`src/rtl/reg_xfer_ctrl.sv`:
```
// Register-transfer sequencer for a reg16 bank: IDLE -> SETUP -> XFER -> DONE, one request per 4 cycles.
// Latency: done 3 cycles after accept. Optional macro R0_PROTECT_EN makes register 0 write-protected.
module reg_xfer_ctrl #(
  parameter int WIDTH = 16,
  parameter int NREGS = 8,
  parameter int IDXW  = 3
) (
  input  logic              clk,
  input  logic              rst,
  input  logic              req_valid,
  output logic              req_ready,
  input  logic [1:0]        req_op,
  input  logic [IDXW-1:0]   req_dst,
  input  logic [IDXW-1:0]   req_src,
  input  logic [IDXW-1:0]   req_src2,
  input  logic [WIDTH-1:0]  req_imm,
  output logic [NREGS-1:0]  reg_en,
  output logic [NREGS-1:0]  reg_selA,
  output logic [NREGS-1:0]  reg_selB,
  output logic              bus_sel,
  output logic [WIDTH-1:0]  bus_imm,
  output logic              rd_valid,
  output logic              done,
  output logic              err
);

  localparam logic [1:0] OP_MOV = 2'b00;
  localparam logic [1:0] OP_LDI = 2'b01;
  localparam logic [1:0] OP_RD2 = 2'b10;
  localparam logic [1:0] OP_RSV = 2'b11;

  typedef enum logic [1:0] {IDLE, SETUP, XFER, DONE} state_t;

  state_t state_q, state_nxt;

  logic [1:0]       op_q;
  logic [IDXW-1:0]  dst_q, src_q, src2_q;
  logic [WIDTH-1:0] imm_q;
  logic             bad_q, bad_d;

  logic [1:0]       cur_op;
  logic [IDXW-1:0]  cur_dst, cur_src, cur_src2;
  logic [WIDTH-1:0] cur_imm;
  logic             cur_bad, cur_prot;
  logic             accept;

  logic             rdy_d, bsel_d, rdv_d, done_d, err_d;
  logic [NREGS-1:0] en_d, sela_d, selb_d;
  logic [WIDTH-1:0] bimm_d;

  function automatic logic idx_ok(input logic [IDXW-1:0] i);
    return 32'(i) < NREGS;
  endfunction

  function automatic logic [NREGS-1:0] onehot(input logic [IDXW-1:0] i);
    return {{(NREGS-1){1'b0}}, 1'b1} << i;
  endfunction

  assign accept = req_valid && req_ready;

  // Any illegal opcode or out-of-range index turns the request into a no-op.
  always_comb begin
    bad_d = 1'b0;
    case (req_op)
      OP_MOV:  bad_d = !idx_ok(req_src) || !idx_ok(req_dst);
      OP_LDI:  bad_d = !idx_ok(req_dst);
      OP_RD2:  bad_d = !idx_ok(req_src) || !idx_ok(req_src2);
      default: bad_d = 1'b1;
    endcase
  end

`ifdef R0_PROTECT_EN
  logic prot_q, prot_d;
  assign prot_d = (req_op == OP_MOV || req_op == OP_LDI) && (req_dst == '0);
  always_ff @(posedge clk or negedge rst) begin
    if (!rst)        prot_q <= 1'b0;
    else if (accept) prot_q <= prot_d;
  end
  assign cur_prot = accept ? prot_d : prot_q;
`else
  assign cur_prot = 1'b0;
`endif

  always_ff @(posedge clk or negedge rst) begin
    if (!rst) begin
      op_q   <= OP_RSV;
      dst_q  <= '0;
      src_q  <= '0;
      src2_q <= '0;
      imm_q  <= '0;
      bad_q  <= 1'b0;
    end else if (accept) begin
      op_q   <= req_op;
      dst_q  <= req_dst;
      src_q  <= req_src;
      src2_q <= req_src2;
      imm_q  <= req_imm;
      bad_q  <= bad_d;
    end
  end

  // Outputs are decoded from the upcoming state, so on accept the fresh request fields are used.
  assign cur_op   = accept ? req_op   : op_q;
  assign cur_dst  = accept ? req_dst  : dst_q;
  assign cur_src  = accept ? req_src  : src_q;
  assign cur_src2 = accept ? req_src2 : src2_q;
  assign cur_imm  = accept ? req_imm  : imm_q;
  assign cur_bad  = accept ? bad_d    : bad_q;

  always_ff @(posedge clk or negedge rst) begin
    if (!rst) state_q <= IDLE;
    else      state_q <= state_nxt;
  end

  always_comb begin
    state_nxt = state_q;
    case (state_q)
      IDLE:    if (accept) state_nxt = SETUP;
      SETUP:   state_nxt = XFER;
      XFER:    state_nxt = DONE;
      DONE:    state_nxt = IDLE;
      default: state_nxt = IDLE;
    endcase
  end

  always_comb begin
    rdy_d  = (state_nxt == IDLE);
    en_d   = '0;
    sela_d = '0;
    selb_d = '0;
    bsel_d = 1'b0;
    bimm_d = '0;
    rdv_d  = 1'b0;
    done_d = 1'b0;
    err_d  = 1'b0;
    case (state_nxt)
      SETUP, XFER: begin
        if (!cur_bad) begin
          if (cur_op == OP_MOV || cur_op == OP_RD2) sela_d = onehot(cur_src);
          if (cur_op == OP_RD2)                     selb_d = onehot(cur_src2);
          bsel_d = (cur_op == OP_MOV);
          if (cur_op == OP_LDI)                     bimm_d = cur_imm;
          if (state_nxt == XFER) begin
            if ((cur_op == OP_MOV || cur_op == OP_LDI) && !cur_prot) en_d = onehot(cur_dst);
            rdv_d = (cur_op == OP_RD2);
          end
        end
      end
      DONE: begin
        done_d = 1'b1;
        err_d  = cur_bad || cur_prot;
      end
      default: ;
    endcase
  end

  always_ff @(posedge clk or negedge rst) begin
    if (!rst) begin
      req_ready <= 1'b1;
      reg_en    <= '0;
      reg_selA  <= '0;
      reg_selB  <= '0;
      bus_sel   <= 1'b0;
      bus_imm   <= '0;
      rd_valid  <= 1'b0;
      done      <= 1'b0;
      err       <= 1'b0;
    end else begin
      req_ready <= rdy_d;
      reg_en    <= en_d;
      reg_selA  <= sela_d;
      reg_selB  <= selb_d;
      bus_sel   <= bsel_d;
      bus_imm   <= bimm_d;
      rd_valid  <= rdv_d;
      done      <= done_d;
      err       <= err_d;
    end
  end

endmodule

```
`config.mk`:
```
export PLATFORM = sky130hd
export DESIGN_NAME = reg_xfer_ctrl
export DESIGN_NICKNAME = d
export VERILOG_FILES = /design/src/rtl/reg_xfer_ctrl.sv
export SDC_FILE = /design/constraint.sdc
export NUM_CORES = 1
export LEC_CHECK = 0
export CORE_UTILIZATION = 48
export CTS_CLUSTER_SIZE = 30
export DETAILED_ROUTE_END_ITERATION = 8
export MAX_ROUTING_LAYER = met4
export PLACE_DENSITY = 0.78
export SLEW_MARGIN = 20
export SYNTH_ARGS = -nofsm -noshare
export SYNTH_HDL_FRONTEND = slang
export SYNTH_SLANG_ARGS = --single-unit
```
`constraint.sdc`:
```
create_clock -name clk -period 2.55 [get_ports clk]
set_clock_uncertainty 0.15 [all_clocks]
set_input_delay 0.255 -clock clk [delete_from_list [all_inputs] [get_ports clk]]
set_output_delay 0.255 -clock clk [all_outputs]
set_load 0.005 [all_outputs]
```
# Word-level counts from Yosys, hierarchy flattened

Cells that the tools add are included.

Register bits: 75
Logic and storage cells: 67

Equality and inequality tests: 10
Muxes and demuxes: 29
Reductions and logical operators: 9
Shift-type cells: 3

Operators with widths:

| cell                                                              | count |
|---|---|
| 8-bit two-way mux                                                 | 10 |
| 16-bit two-way mux                                                | 4 |
| 1-bit by 3-bit left shift with 8-bit output, first input constant | 3 |
| 2-bit == test, second input constant                              | 6 |
| 1-bit two-way mux                                                 | 9 |
| 3-bit two-way mux                                                 | 3 |
| 2-bit by 1-bit == test with 1-bit output, second input constant   | 4 |
| 2-bit logical NOT                                                 | 4 |
| 2-bit one-hot mux with 4 select lines                             | 1 |
| 2-bit two-way mux                                                 | 2 |
| 3-bit OR reduction                                                | 1 |
| 1-bit logical OR                                                  | 2 |
| 2-bit OR reduction                                                | 1 |
| 1-bit logical AND                                                 | 1 |

# Logic depth before layout (Yosys ltp)

Word-level depth: 8
Gate-level depth with buffers: 9

# Worst setup path after synthesis

OpenSTA, ideal clock, no wires.

Path type: register to register
Start: register req_ready
End: register bus_imm[10]
Path slack: 0.235 ns
Path buffers: 3
Data arrival time: 2.093 ns
Cell stages (with the launch flop): 10
Clock period less this slack: 2.315 ns
Library setup time: 0.073 ns
Required time: 2.327 ns
Cells stage by stage: dfstp_2 and2_1 buf_6 buf_4 nor2_1 a21o_1 ha_1 o2111ai_1 buf_2 nor2b_1

Cells in the longest elaborated chain, start to end: 6

Ends and longest elaborated chain:

| what                                                                                                     | RTL line | source |
|---|---|---|
| from (decl)                                                                                              | 11       | `output logic req_ready,` |
| from (signal assigned)                                                                                   | 169      | `req_ready <= rdy_d;` |
| 1-bit logical AND *                                                                                      | 59       | `assign accept = req_valid && req_ready;` |
| 2-bit two-way mux, on equally long branches                                                              | -        |  |
| 2-bit one-hot mux with 4 select lines / 2-bit by 1-bit == test with 1-bit output (equally long branches) | 117, 142 |  |
| 2-bit == test, or another cell as far along                                                              | 136      | `case (state_nxt)` |
| 2-bit OR reduction / 16-bit two-way mux (equally long branches)                                          | 136, 138 |  |
| 16-bit two-way mux *                                                                                     | 136      |  |
| net bimm_d[10]                                                                                           | 49       | `logic [WIDTH-1:0] bimm_d;` |
| to (signal assigned)                                                                                     | 174      | `bus_imm <= bimm_d;` |
| to (decl)                                                                                                | 21       | `output logic [WIDTH-1:0] bus_imm,` |

Mark *: on every way through the listed nets, which the timed path passes. The rest lies on a longest branch.

# Worst setup path in the final report

Start: register state_q[0]
End: register reg_en[3]

Cells in the longest elaborated chain, start to end: 6

Ends and longest elaborated chain:

| what                                        | RTL line | source |
|---|---|---|
| from (decl)                                 | 34       | `state_t state_q, state_nxt;` |
| from (signal assigned)                      | 112      | `else state_q <= state_nxt;` |
| 2-bit == test, or another cell as far along | 117      | `case (state_q)` |
| 2-bit one-hot mux with 4 select lines *     | 117      |  |
| 2-bit == test                               | 136, 143 |  |
| 8-bit two-way mux                           | 143      | `if (state_nxt == XFER) begin` |
| 8-bit two-way mux                           | 138      | `if (!cur_bad) begin` |
| 8-bit two-way mux *                         | 136      |  |
| net en_d[3]                                 | 48       | `logic [NREGS-1:0] en_d, sela_d, selb_d;` |
| to (signal assigned)                        | 170      | `reg_en <= en_d;` |
| to (decl)                                   | 17       | `output logic [NREGS-1:0] reg_en,` |

Marked as above.

==> results.toml <==
[clock_network]
clkTransAtPathRegs_ps = 80
cts_tree = "yes"
clock_latency_ps = 340
cts_sinks = 75
numCtsBuffers = 9
clockBufferDepth = 2
cts_root_buffer = "clkbuf_8"
htreeDepth = 3
post-cts-setup-buffers = 0

[place]
hpwl_um = 3886
port_buffers = 74
gp_congestion = 0.8170

[routing]
drt_iter0_markers = 71
drcViolationCount = 0
vias_per_cell = 5.215
routedWlPerCell_um = 15.31
wirelength_um = 5758
ant_nets = 0
first_pass_iters = 4
num_vias = 1961

[hold_path]
hold_start = "imm_q[3]$_DFF_PN0_"
worst_hold_path_type = "register to register"
holdPathEnd = "imm_q[3]$_DFF_PN0_"
worstHoldPathCells = 1

[sta]
setup_viol = 0
hold_viol = 0
rsz0062_at_grt = "false"
max_slew.worst_pin.slew_ps = 918.3
fin_tns_setup_ps = 0
fin_crit_ps = 2228
slew_viol_final = 0
whs_ps = 344.7
max_freq_mhz = 448.8
max_slew_margin = 0.3878
post-route-period-util = 0.8738

[setup_path]
r2r-end = "reg_en[3]$_DFF_PN0_"
path_buf_inv = 1
crit_family = "simple AND/OR/NAND/NOR gates"
rrSetupSlack_ps = 320
critical_path.slowest_cell = "dfrtp_1"
path_common_cell = "ha_1"
critical_path.max_fanout = 5
cp_data_required_time_ps = 2630
worstSetupStartpointType = "register"
max_stage_delay_ps = 410
worstPathArrival_ps = 2310
critPathKind = "register to register"
r2r_cells = 8
timing.rr.start = "state_q[0]$_DFF_PN0_"
cp_cell_sequence = "inv_1 > ha_1 > nor2_1 > a21o_1 > ha_1 > and2_1 > nand3_1 > nor4_1"
crit_path_end_kind = "register"

[power_and_ir_drop]
p_leak_nw = 1.738
clock_power_share = 0.225
switching_share = 0.3257
pwr-share-seq = 0.390
p_comb_frac = 0.386
power.switching_mw = 1.463
power.internal_mw = 3.028
fin_total_pwr_mw = 4.490
ir_drop_mv = 0.5920
power_density_nw_per_um2 = 1129

[floorplanning]
num_rows = 28
initial_core_util = 0.4994
io-pin-count = 75
die_y_um = 80.48
die_w_um = 80.48
die_area_um2 = 6477
design.core.area_um2 = 5921

[synthesis]
synth-async-reset-ratio = 1.000
synth.distinct_cells = 43
netlist_instances = 216
yosysSeqAreaShare = 0.6361
yosysWarningCount = 0
synth-edff-count = 0
ys_seq_elements = 75
avgSynthCellArea_um2 = 13.69
syn_nets = 250
syn-cell-area_um2 = 2957
ys.flop_type = "dfrtp_1"

[final_layout]
drive_above_1_share = 0.1761
nets = 330
layout_common_cells = "clkdlybuf4s50_1 (73), dfrtp_1 (72), mux2_2 (17)"
antenna_cells = 0
final_common_cell = "clkdlybuf4s50_1"
area_delta_synth_final_pct = 34.53

[global_route]
grt_max_degree = 76
grt_antenna_before_repair = 0
grt_pass1_wl_um = 9225
gr-total-overflow = 0
grt_pass1_vias = 1890
gr-usage-all-layers = 0.1992

[outcome]
status = "finished, final reports clean"

[run]
maxCapViolations = 0
==> flip-flops by register name (all words and copies together), names as in the netlist <==
register and flops:
bus_imm 16, imm_q 16, reg_en 8, reg_selA 8, reg_selB 8, dst_q 3, src2_q 3, src_q 3
op_q 2, state_q 2, bad_q 1, bus_sel 1, done 1, err 1, rd_valid 1, req_ready 1
==> power by group through the flow <==
stage / clock network (mW) / registers, mW / logic, mW
finish: 1.01 / 1.75 / 1.73
CTS: 1.03 / 1.76 / 1.74
floorplan: 0 / 1.78 / 1.06
global placement: 0 / 1.76 / 1.68
global route: 1.07 / 1.79 / 1.91
detailed placement: 0 / 1.78 / 1.73
==> per-stage QoR <==
step	cells	instance area (um2)	setup slack (ps)	util
finish	376	3978	321.8	0.6718
global placement	359	3742	244.2	0.6321
floorplan	216	2957	234.6	-
global route	376	3978	96.42	0.6718
detailed placement	359	3742	168.7	0.6321
CTS	376	3978	322.5	0.6718
==> how the worst max path moves through the flow <==
| stage | start | end | cells after the start |
|---|---|---|---|
| 2_1_floorplan | req_ready$_DFF_PN1_ | bus_imm[10]$_DFF_PN0_ | 9 |
| 3_3_place_gp | req_valid | reg_en[3]$_DFF_PN0_ | 8 |
| 3_5_place_dp | req_valid | reg_en[3]$_DFF_PN0_ | 8 |
| 4_1_cts | state_q[0]$_DFF_PN0_ | reg_en[3]$_DFF_PN0_ | 8 |
| 5_1_grt | state_q[0]$_DFF_PN0_ | reg_en[3]$_DFF_PN0_ | 8 |
| 6_report | state_q[0]$_DFF_PN0_ | reg_en[3]$_DFF_PN0_ | 8 |
==> cell usage after synthesis, drive strengths merged (2+ instances only) <==
| cell | instances | area share |
|---|---|---|
| o21ai | 2 | 0.0034 |
| nor3 | 8 | 0.014 |
| nor2b | 16 | 0.034 |
| a21bo | 3 | 0.010 |
| nor4 | 16 | 0.034 |
| nor2 | 3 | 0.0038 |
| a31oi | 3 | 0.0085 |
| o2111ai | 4 | 0.012 |
| nand2 | 5 | 0.012 |
| and3 | 5 | 0.011 |
| and2 | 3 | 0.0063 |
| buf | 8 | 0.023 |
| nand3 | 6 | 0.012 |
| o211ai | 2 | 0.0051 |
| mux2i | 3 | 0.023 |
| ha | 4 | 0.017 |
| inv | 9 | 0.011 |
| dfstp | 3 | 0.027 |
| and4b | 2 | 0.0068 |
| a21oi | 2 | 0.0034 |
| clkbuf | 2 | 0.0025 |
| a21boi | 5 | 0.013 |
| or2 | 3 | 0.0064 |
| mux2 | 17 | 0.065 |
| dfrtp | 72 | 0.61 |
==> cells by family after synthesis <==
group           count (synthesis)  synth area share
compound gates                 25           0.06602
fa+ha+maj                       4           0.01693
buf+inv                        19           0.03724
flops                          75            0.6361
mux                            20           0.08760
simple gates                   73            0.1562
==> timing repair <==
item | 4_1_cts | 5_1_grt
gates resized for setup | 0 | 0
hold endpoints to repair | 72 | 0
hold buffers | 1 | 0
setup endpoints to repair | 0 | 0
==> layout make-up <==
cell class	instances	area [um2]
Sequential cell	75	1881
Tap cell	75	93.84
Fill cell	452	1943
Clock buffer	10	137.6
Clock inverter	6	87.58
Timing Repair Buffer	79	778.2
Multi-Input combinational cell	122	965.9
Inverter	9	33.78
==> metal layers <==
layer / part of all wire / GRT usage
met1: 0.46 / 0.2556
met2: 0.48 / 0.3017
met3: 0.036 / 0.03750
met4: 0.015 / 0.1036
met5: 0 / -
(Power assumes the default switching activity.)
